File: config.mk
export PLATFORM = sky130hd
export DESIGN_NAME = digit_scan_flat
export DESIGN_NICKNAME = d
export VERILOG_FILES = /design/src/rtl/disp_pkg.sv /design/src/rtl/digit_scan_if.sv /design/src/rtl/scan_tick.sv /design/src/rtl/digit_scan.sv /design/src/flat_wrapper.sv
export SDC_FILE = /design/constraint.sdc
export NUM_CORES = 1
export LEC_CHECK = 0
export ABC_AREA = 1
export CORE_MARGIN = 3
export CORE_UTILIZATION = 30
export DETAILED_ROUTE_END_ITERATION = 8
export PLACE_DENSITY_LB_ADDON = 0.12
export SYNTH_ARGS = -nofsm -noshare
export SYNTH_HDL_FRONTEND = slang
export SYNTH_HIERARCHICAL = 1
export SYNTH_SLANG_ARGS = --single-unit
File: constraint.sdc
create_clock -name iClk -period 3.4 [get_ports iClk]
set_clock_uncertainty 0.15 [all_clocks]
set_input_delay 0.34 -clock iClk [delete_from_list [all_inputs] [get_ports iClk]]
set_output_delay 0.34 -clock iClk [all_outputs]
set_load 0.02 [all_outputs]
File: src/rtl/disp_pkg.sv
// Shared display constants for the digit scanner and related display blocks.
// Provides the nibble width, the blank code and the largest supported digit count.
package disp_pkg;

  localparam int DIGIT_W = 4;
  localparam logic [DIGIT_W-1:0] BLANK_CODE = 4'hF;
  localparam int MAX_DIGITS = 8;

endpackage

File: src/rtl/digit_scan_if.sv
// Frame-load and display bus between a frame source and digit_scan.
// master: iLoad/iValue out, oData/oSel/oPending in; slave is the reverse.
interface digit_scan_if #(
  parameter int DIGITS = 8
);
  import disp_pkg::*;

  logic                        iLoad;
  logic [DIGIT_W*DIGITS-1:0]   iValue;
  logic [DIGIT_W-1:0]          oData;
  logic [DIGITS-1:0]           oSel;
  logic                        oPending;

  modport master (
    output iLoad, iValue,
    input  oData, oSel, oPending
  );

  modport slave (
    input  iLoad, iValue,
    output oData, oSel, oPending
  );

endinterface

File: src/rtl/scan_tick.sv
// Free-running divider: oTick pulses one cycle every DIV clocks (DIV=1 -> always).
// Ports: iClk clock, iRst async active-high reset, oTick slot strobe.
module scan_tick #(
  parameter int DIV = 100000
) (
  input  logic iClk,
  input  logic iRst,
  output logic oTick
);

  localparam int CW = (DIV > 1) ? $clog2(DIV) : 1;

  logic [CW-1:0] cnt_q, cnt_d;

  // With DIV=1 the counter is stuck at 0, which equals DIV-1.
  assign oTick = (cnt_q == CW'(DIV - 1));

  always_comb begin
    cnt_d = cnt_q + 1'b1;
    if (oTick) cnt_d = '0;
  end

  always_ff @(posedge iClk or posedge iRst) begin
    if (iRst) cnt_q <= '0;
    else      cnt_q <= cnt_d;
  end

endmodule

File: src/rtl/digit_scan.sv
// Multiplexed BCD display scanner with double-buffered frame loads.
// Ports: iClk, iRst (async, active-high), bus (slave): iLoad, iValue in;
//   oData nibble, oSel active-low digit select, oPending frame waiting.
// Optional macro DIGIT_SCAN_LZ_BLANK_EN enables leading-zero blanking.
module digit_scan
  import disp_pkg::*;
#(
  parameter int DIGITS = 8,
  parameter int DIV    = 100000
) (
  input  logic         iClk,
  input  logic         iRst,
  digit_scan_if.slave  bus
);

  localparam int IW = (DIGITS > 1) ? $clog2(DIGITS) : 1;

  typedef logic [DIGITS-1:0][DIGIT_W-1:0] frame_t;

  logic               tick;
  logic               last;
  logic               wrap;
  logic [IW-1:0]      idx_q, idx_d;
  frame_t             disp_q, disp_d;
  frame_t             shad_q, shad_d;
  frame_t             new_f;
  logic               pend_q, pend_d;
  logic [DIGIT_W-1:0] cur;
  logic [DIGIT_W-1:0] data_q, data_d;
  logic [DIGITS-1:0]  sel_q, sel_d;

  scan_tick #(.DIV(DIV)) u_tick (
    .iClk  (iClk),
    .iRst  (iRst),
    .oTick (tick)
  );

  assign last  = (idx_q == IW'(DIGITS - 1));
  assign wrap  = tick & last;
  assign new_f = frame_t'(bus.iValue);

  always_comb begin
    idx_d = idx_q;
    if (tick) idx_d = last ? '0 : idx_q + 1'b1;
  end

  // A load on the wrap cycle bypasses the shadow so it is not delayed a frame.
  always_comb begin
    disp_d = disp_q;
    shad_d = shad_q;
    pend_d = pend_q;
    if (bus.iLoad && wrap) begin
      disp_d = new_f;
      pend_d = 1'b0;
    end else if (wrap && pend_q) begin
      disp_d = shad_q;
      pend_d = 1'b0;
    end else if (bus.iLoad) begin
      shad_d = new_f;
      pend_d = 1'b1;
    end
  end

`ifdef DIGIT_SCAN_LZ_BLANK_EN
  // lz[k]: digit k and every more-significant digit are zero.
  logic [DIGITS-1:0] lz;

  always_comb begin : lz_scan
    logic z;
    z  = 1'b1;
    lz = '0;
    for (int k = DIGITS - 1; k >= 0; k--) begin
      z     = z & (disp_q[k] == '0);
      lz[k] = z;
    end
  end

  always_comb begin
    cur = disp_q[idx_q];
    if ((idx_q != '0) && lz[idx_q]) cur = BLANK_CODE;
  end
`else
  always_comb begin
    cur = disp_q[idx_q];
  end
`endif

  always_comb begin
    sel_d  = ~(DIGITS'(1) << idx_q);
    data_d = cur;
  end

  always_ff @(posedge iClk or posedge iRst) begin
    if (iRst) begin
      idx_q  <= '0;
      disp_q <= '1;
      shad_q <= '1;
      pend_q <= 1'b0;
      data_q <= BLANK_CODE;
      sel_q  <= '1;
    end else begin
      idx_q  <= idx_d;
      disp_q <= disp_d;
      shad_q <= shad_d;
      pend_q <= pend_d;
      data_q <= data_d;
      sel_q  <= sel_d;
    end
  end

  assign bus.oData    = data_q;
  assign bus.oSel     = sel_q;
  assign bus.oPending = pend_q;

endmodule

File: src/flat_wrapper.sv
// flat-port wrapper written by rule: the top's interface ports become plain ports
module digit_scan_flat import disp_pkg::*;
#(
  parameter int DIGITS = 8,
  parameter int DIV    = 100000
)
  (iClk, iRst, bus_iLoad, bus_iValue, bus_oData, bus_oSel, bus_oPending);
  digit_scan_if #(.DIGITS(DIGITS)) bus_i ();
  input  logic iClk;
  input  logic iRst;
  input wire logic [$bits(bus_i.iLoad)-1:0] bus_iLoad;
  input wire logic [$bits(bus_i.iValue)-1:0] bus_iValue;
  output wire logic [$bits(bus_i.oData)-1:0] bus_oData;
  output wire logic [$bits(bus_i.oSel)-1:0] bus_oSel;
  output wire logic [$bits(bus_i.oPending)-1:0] bus_oPending;
  assign bus_i.iLoad = bus_iLoad;
  assign bus_i.iValue = bus_iValue;
  assign bus_oData = bus_i.oData;
  assign bus_oSel = bus_i.oSel;
  assign bus_oPending = bus_i.oPending;
  digit_scan #(.DIGITS(DIGITS), .DIV(DIV)) u_core (.iClk(iClk), .iRst(iRst), .bus(bus_i));
endmodule
==> results of run 1 <==
state kept, by name, indices dropped and copies added (netlist names):
signal               count
u_core/bus.oData         4
u_core/bus.oPending      1
u_core/bus.oSel          8
u_core/disp_q           32
u_core/idx_q             3
u_core/shad_q           32
u_core/u_tick/cnt_q     17
layer usage:
metal | vias to the layer above | GRT usage [%]
met3 | 14 | 2.340
met2 | 72 | 18.28
li1 | 2069 | -
met4 | 0 | 5.263
met5 | - | 0
met1 | 1786 | 18.88
cell usage after synthesis (2+ instances only):
library cell    n  area (sq um)
nor2_2          4         25.02
a21oi_1         6         30.03
nand2_4         2         22.52
dfstp_2        76          1997
nand2_2         2         12.51
buf_4           5         37.54
o21ai_0        34         170.2
dfrtp_1        21         525.5
buf_2           7         35.03
o21ai_1         3         15.01
ha_1            7         87.58
nand4_1         3         18.77
nor2_1         33         123.9
xor2_1          4         35.03
inv_1         124         465.5
nand2_1       254         953.4
nand3_1        61         305.3
clkinv_1        2         7.510
inv_2           6         22.52
clkbuf_1        3         11.26
buf_6           9         101.4
power by group through the flow:
stage                     sequential [mW]  combinational (mW)  clock [mW]
after floorplan                      1.29               0.130           0
final                                1.28               0.206        1.07
after detailed placement             1.30               0.209           0
after CTS                            1.28               0.211        1.12
after global routing                 1.28               0.240        1.17
after global placement               1.30               0.206           0
per-stage QoR:
| step | power (mW) | setup slack [ns] | cell area (sq um) | instances | hold WS, ns |
|---|---|---|---|---|---|
| detailed placement | 1.506 | 0.8109 | 5659 | 916 | 0.3083 |
| global placement | 1.501 | 0.9099 | 5659 | 916 | 0.3062 |
| floorplan | 1.421 | 0.9840 | 5039 | 670 | 0.1161 |
| finish | 2.557 | 0.8165 | 5977 | 932 | 0.2855 |
| CTS | 2.611 | 0.7752 | 5977 | 932 | 0.3050 |
| global route | 2.691 | 0.4898 | 5977 | 932 | 0.3305 |
layout make-up:
type / count / area [sq um] / share of cell area (%)
timing repair buffer: 54 / 535.5 / 8.960
tap: 216 / 270.3 / 4.522
inverter: 133 / 501.7 / 8.394
clock inverter: 4 / 50.05 / 0.8373
multi-input combinational: 416 / 1829 / 30.60
sequential: 97 / 2522 / 42.20
clock buffer: 12 / 267.8 / 4.480
critical path: stages (launching register included):
cell,delay (ns)
dfrtp_1,0.39
ha_1,0.21
nand2_1,0.07
inv_2,0.08
nand2_1,0.06
nor2_2,0.12
nand2_1,0.15
inv_2,0.21
nand2_4,0.10
nand2_2,0.38
buf_4,0.39
nand2_1,0.08
o21ai_0,0.09
cells by family after synthesis:
kind of cell | count (synthesis)
AO/OA/AOI/OAI | 45
adder cells (fa/ha/maj) | 7
AND/OR/NAND/NOR | 360
buffers and inverters | 157
flip-flops | 97
XOR/XNOR | 4
worst max path at each step:
stage | from | to | cells after the start | slack (ns)
CTS | u_core/u_tick/cnt_q[0] | u_core/shad_q[6] | 12 | 0.78
detailed placement | u_core/u_tick/cnt_q[0] | u_core/shad_q[9] | 12 | 0.81
floorplan | iRst | u_core/bus.oPending | 1 | 0.98
global placement | u_core/u_tick/cnt_q[0] | u_core/shad_q[7] | 12 | 0.91
finish | u_core/u_tick/cnt_q[0] | u_core/shad_q[3] | 12 | 0.82
global route | u_core/u_tick/cnt_q[0] | u_core/shad_q[31] | 12 | 0.49
layout by cell type (no fill, tap or decap), types with 2 or more instances in the layout:
cell,count
a21oi_1,6
buf_4,6
clkbuf_16,10
clkdlybuf4s50_1,47
clkinv_1,2
clkinvlp_4,2
dfrtp_1,21
dfstp_2,76
ha_1,7
inv_1,123
inv_2,7
nand2_1,254
nand2_2,2
nand2_4,2
nand3_1,61
nand4_1,3
nor2_1,33
nor2_2,4
o21ai_0,34
o21ai_1,3
xor2_1,4
==> impl_metrics.toml, run 1 <==
[routing]
dr.first_iter.drc_count = 217
drt-total-wl_um = 11010
drc = 0
dr.pass1.iters = 4
top_layer_used = "met4"
vias_per_cell = 4.229
routed-wl-met3_um = 426
wl_per_cell_um = 11.82
wl_met2_um = 4510
drt-met1-wl_um = 5855
ant_nets = 0
via_count = 3941

[logic_synthesis]
synthAdderAreaFrac_pct = 1.738
syn_nets = 712
synth_warnings = 6
synth.area.mux_share_pct = 0
synth_edf_count = 0
dominantRegCellSynth = "dfstp_2"
synth_compound_area_share_pct = 4.768
syn_inst = 670
syn_area_sq_um = 5039
ys_async_sr_fraction_pct = 100.0
synth_top_family_by_area = "simple AND/OR/NAND/NOR gates"
synth-seq-cells = 97
synth-simple-area-share_pct = 29.10
synth_xor_area_share_pct = 0.6953
yosysSeqAreaShare_pct = 50.06
yosysUniqueCellTypes = 25
syn_area_per_cell_sq_um = 7.520

[setup_path]
reg2regPathDepth = 12
end_kind = "flop"
crit_required_ns = 3.51
worstPathMaxFanout = 34
reg2reg_from = "u_core/u_tick/cnt_q[0]"
cp_data_arrival_time_ns = 2.69
start_kind = "flop"
r2r-end = "u_core/shad_q[3]"
ff2ff_setup_slack_ns = 0.82
path_class = "reg2reg"

[floorplanning]
die_area_sq_um = 18390
die_h_um = 135.6
core_sq_um = 16170
dieWidth_um = 135.6
placementRows = 46
start_util_pct = 31.15
io_pins = 48

[layout]
num_antenna_cells = 0
final_core_util_pct = 36.96
drive_gt1_share_pct = 16.20
nFillCells = 1659
syn_to_final_growth_pct = 18.62
nNetsFinal = 753

[global_route]
grt_overflow = 0
grt_pass1_wl_um = 18750
globalRouteTotalUtil_pct = 12.77
grt_max_degree = 50
grt_pass1_vias = 3798
antenna_found_initial = 0

[job]
maxCapViolCount = 0

[placed_design]
place_congestion = 0.7771
io_buffer_count = 47
dp_hpwl_um = 7683

[cts]
clockBufferDepth = 2
hold_buffers = 0
cts_tree = "built"
cts_buffers = 9
cts-resized-gates = 0
worstSkewPairLatency_ns = 0.34
cts_root_buf = "clkbuf_16"
htreeDepth = 3
clkSlewWorstSetupHoldPaths_ns = 0.07
postCtsSetupRepairBufs = 0
numClockSinks = 97

[sta]
setup_violations = 0
max_slew.worst_pin.slew_ns = 0.7025
finalHoldViolCount = 0
period_minus_slack_ns = 2.584
fin_crit_sh_pct = 75.99
rsz0062_at_grt = "no"
fin_setup_tns_ns = 0
max_freq_mhz = 387.1
finalMaxSlewViolations = 0
max_slew_margin_pct = 53.10

[power_and_ir_drop]
switching_share_pct = 22.76
p_switching_uw = 581.8
p_int_mw = 1.975
seq_power_share_pct = 50.0
p_clk_share_pct = 41.9
p_comb_share_pct = 8.1
vdd_drop_max_mv = 0.2384
p_leak_nw = 3.191
cellPowerDensity_nw_per_um2 = 427.8

[run_status]
status = "completed"

[worst_hold_path]
hp-class = "in2async"
(Power assumes the default switching activity.)
==> run 2: changes to the inputs <==
==> constraint.sdc (replaced) <==
create_clock -name iClk -period 2.6 [get_ports iClk]
set_clock_uncertainty 0.15 [all_clocks]
set_input_delay 0.26 -clock iClk [delete_from_list [all_inputs] [get_ports iClk]]
set_output_delay 0.26 -clock iClk [all_outputs]
set_load 0.02 [all_outputs]
==> run 2 against run 1 <==
Non-clock buffer count up 4. Sequential cell count unchanged. Power increased by 27%. Hold slack worse by 0.066 ns. Critical path depth grew 1. Routed wire length up 1.0%. Final cell count rose by 0.43%. Register-to-register slack lost 0.56 ns. Critical path type unchanged. Largest cell class unchanged.
==> impl_metrics.toml, run 2 (synthesis results as in run 1) <==
[run_status]
status = "completed"

[cts]
numClockSinks = 97
hold_buffers = 0
htreeDepth = 3
cts-resized-gates = 0
clockBufferDepth = 2
cts_buffers = 9
cts_tree = "built"
cts_root_buf = "clkbuf_16"
clkSlewWorstSetupHoldPaths_ns = 0.07
worstSkewPairLatency_ns = 0.35
postCtsSetupRepairBufs = 0

[setup_path]
critical-path-max-stage-delay_ns = 0.41
end_kind = "flop"
path_class = "reg2reg"
cp_data_arrival_time_ns = 2.49
crit_required_ns = 2.75
crit_chain = "ha_1, nand2_1, inv_2, nand2_1, nor2_2, nand2_1, inv_2, nand2_4, inv_4, o21ai_2, buf_4, nand2_1, nand2_1"
reg2regPathDepth = 13
slowest_stage = "dfrtp_1"
worstPathMaxFanout = 21
start_kind = "flop"
cpMostUsedCell = "nand2_1"

[power_and_ir_drop]
p_leak_nw = 3.199
vdd_drop_max_mv = 0.2976
power_mw = 3.236
cellPowerDensity_nw_per_um2 = 540.4

[layout]
nNetsFinal = 757
nFillCells = 1691
mostFrequentLayoutCells = "nand2_1, inv_1, dfstp_2"
drive_gt1_share_pct = 16.81
syn_to_final_growth_pct = 18.85
final_common_cell = "nand2_1"
num_antenna_cells = 0
final_core_util_pct = 37.03
top_regs = "u_core/disp_q x32, u_core/shad_q x32, u_core/u_tick/cnt_q x17"

[routing]
drc = 0
dr.first_iter.drc_count = 242
ant_nets = 0
vias_per_cell = 4.233
wl_per_cell_um = 11.89
drt-total-wl_um = 11130
dr.pass1.iters = 4
via_count = 3962

[placed_design]
io_buffer_count = 47
dp_hpwl_um = 7669
place_congestion = 0.8227

[floorplanning]
placementRows = 46
start_util_pct = 31.15
dieWidth_um = 135.6
die_area_sq_um = 18390
core_sq_um = 16170
die_h_um = 135.6
io_pins = 48

[sta]
period_minus_slack_ns = 2.340
finalHoldViolCount = 0
fin_setup_tns_ns = 0
fin_crit_sh_pct = 89.98
setup_violations = 0
max_freq_mhz = 427.4
timing.hold.ws_ns = 0.2193
rsz0062_at_grt = "no"
max_slew_margin_pct = 54.08
finalMaxSlewViolations = 0
max_slew.worst_pin.slew_ns = 0.6881

[global_route]
grt_pass1_wl_um = 19000
grt_max_degree = 81
grt.met3_usage_pct = 2.415
globalRouteTotalUtil_pct = 13.00
grt_pass1_vias = 3762
use_met1_pct = 19.50
antenna_found_initial = 0
met2_usage_pct = 18.42
grt-busiest-layer = "met1"
grt_overflow = 0

[worst_hold_path]
hp-class = "in2async"

[job]
maxCapViolCount = 0
[run 2: path summary, 6_finish.rpt]
check                                  startpoint                      end  slack [ns]
max                        u_core/u_tick/cnt_q[0]        u_core/disp_q[10]        0.26
min                                          iRst   u_core/u_tick/cnt_q[8]        0.22
max reg2reg                u_core/u_tick/cnt_q[0]        u_core/disp_q[10]        0.26
min reg2reg                     u_core/disp_q[13]        u_core/disp_q[13]        0.32
max in group asynchronous                    iRst  u_core/u_tick/cnt_q[16]        1.65
min in group iClk                   bus_iValue[0]         u_core/shad_q[0]        0.31
[run 2: where the power goes]
group          switching [mW]  total [mW]  internal [mW]
Sequential             0.0356        1.67           1.64
Clock                   0.628        1.30          0.668
Combinational           0.150       0.269          0.118
[run 2: per-layer routing]
metal | part of all wire [%] | routed length, um
met1 | 54 | 6005
met2 | 41 | 4523
met3 | 3.7 | 412
met4 | 1.7 | 186
met5 | 0 | 0
[run 2: area by class of cell]
type	count	area [sq um]	area share [%]
inverters	133	501.7	8.379
repair buffers	58	578.1	9.653
flip-flops and latches	97	2522	42.12
clock inverters	7	61.31	1.024
clock buffers	9	225.2	3.761
well taps	216	270.3	4.513
multi-input cells	416	1829	30.55
[run 2: per-stage QoR]
stage,worst slack (ns),cell area (sq um),cells
detailed placement,0.2467,5702,920
floorplan,0.2640,5039,670
global route,0.02256,5988,936
global placement,0.3479,5702,920
CTS,0.2208,5988,936
finish,0.2604,5988,936
[run 2: critical path, delay by kind of cell (launching register included)]
family | cells | cell delay, ns
adder cells (fa/ha/maj) | 1 | 0.23
buffers and inverters | 4 | 0.59
AND/OR/NAND/NOR | 7 | 0.65
flip-flops | 1 | 0.41
AO/OA/AOI/OAI | 1 | 0.23
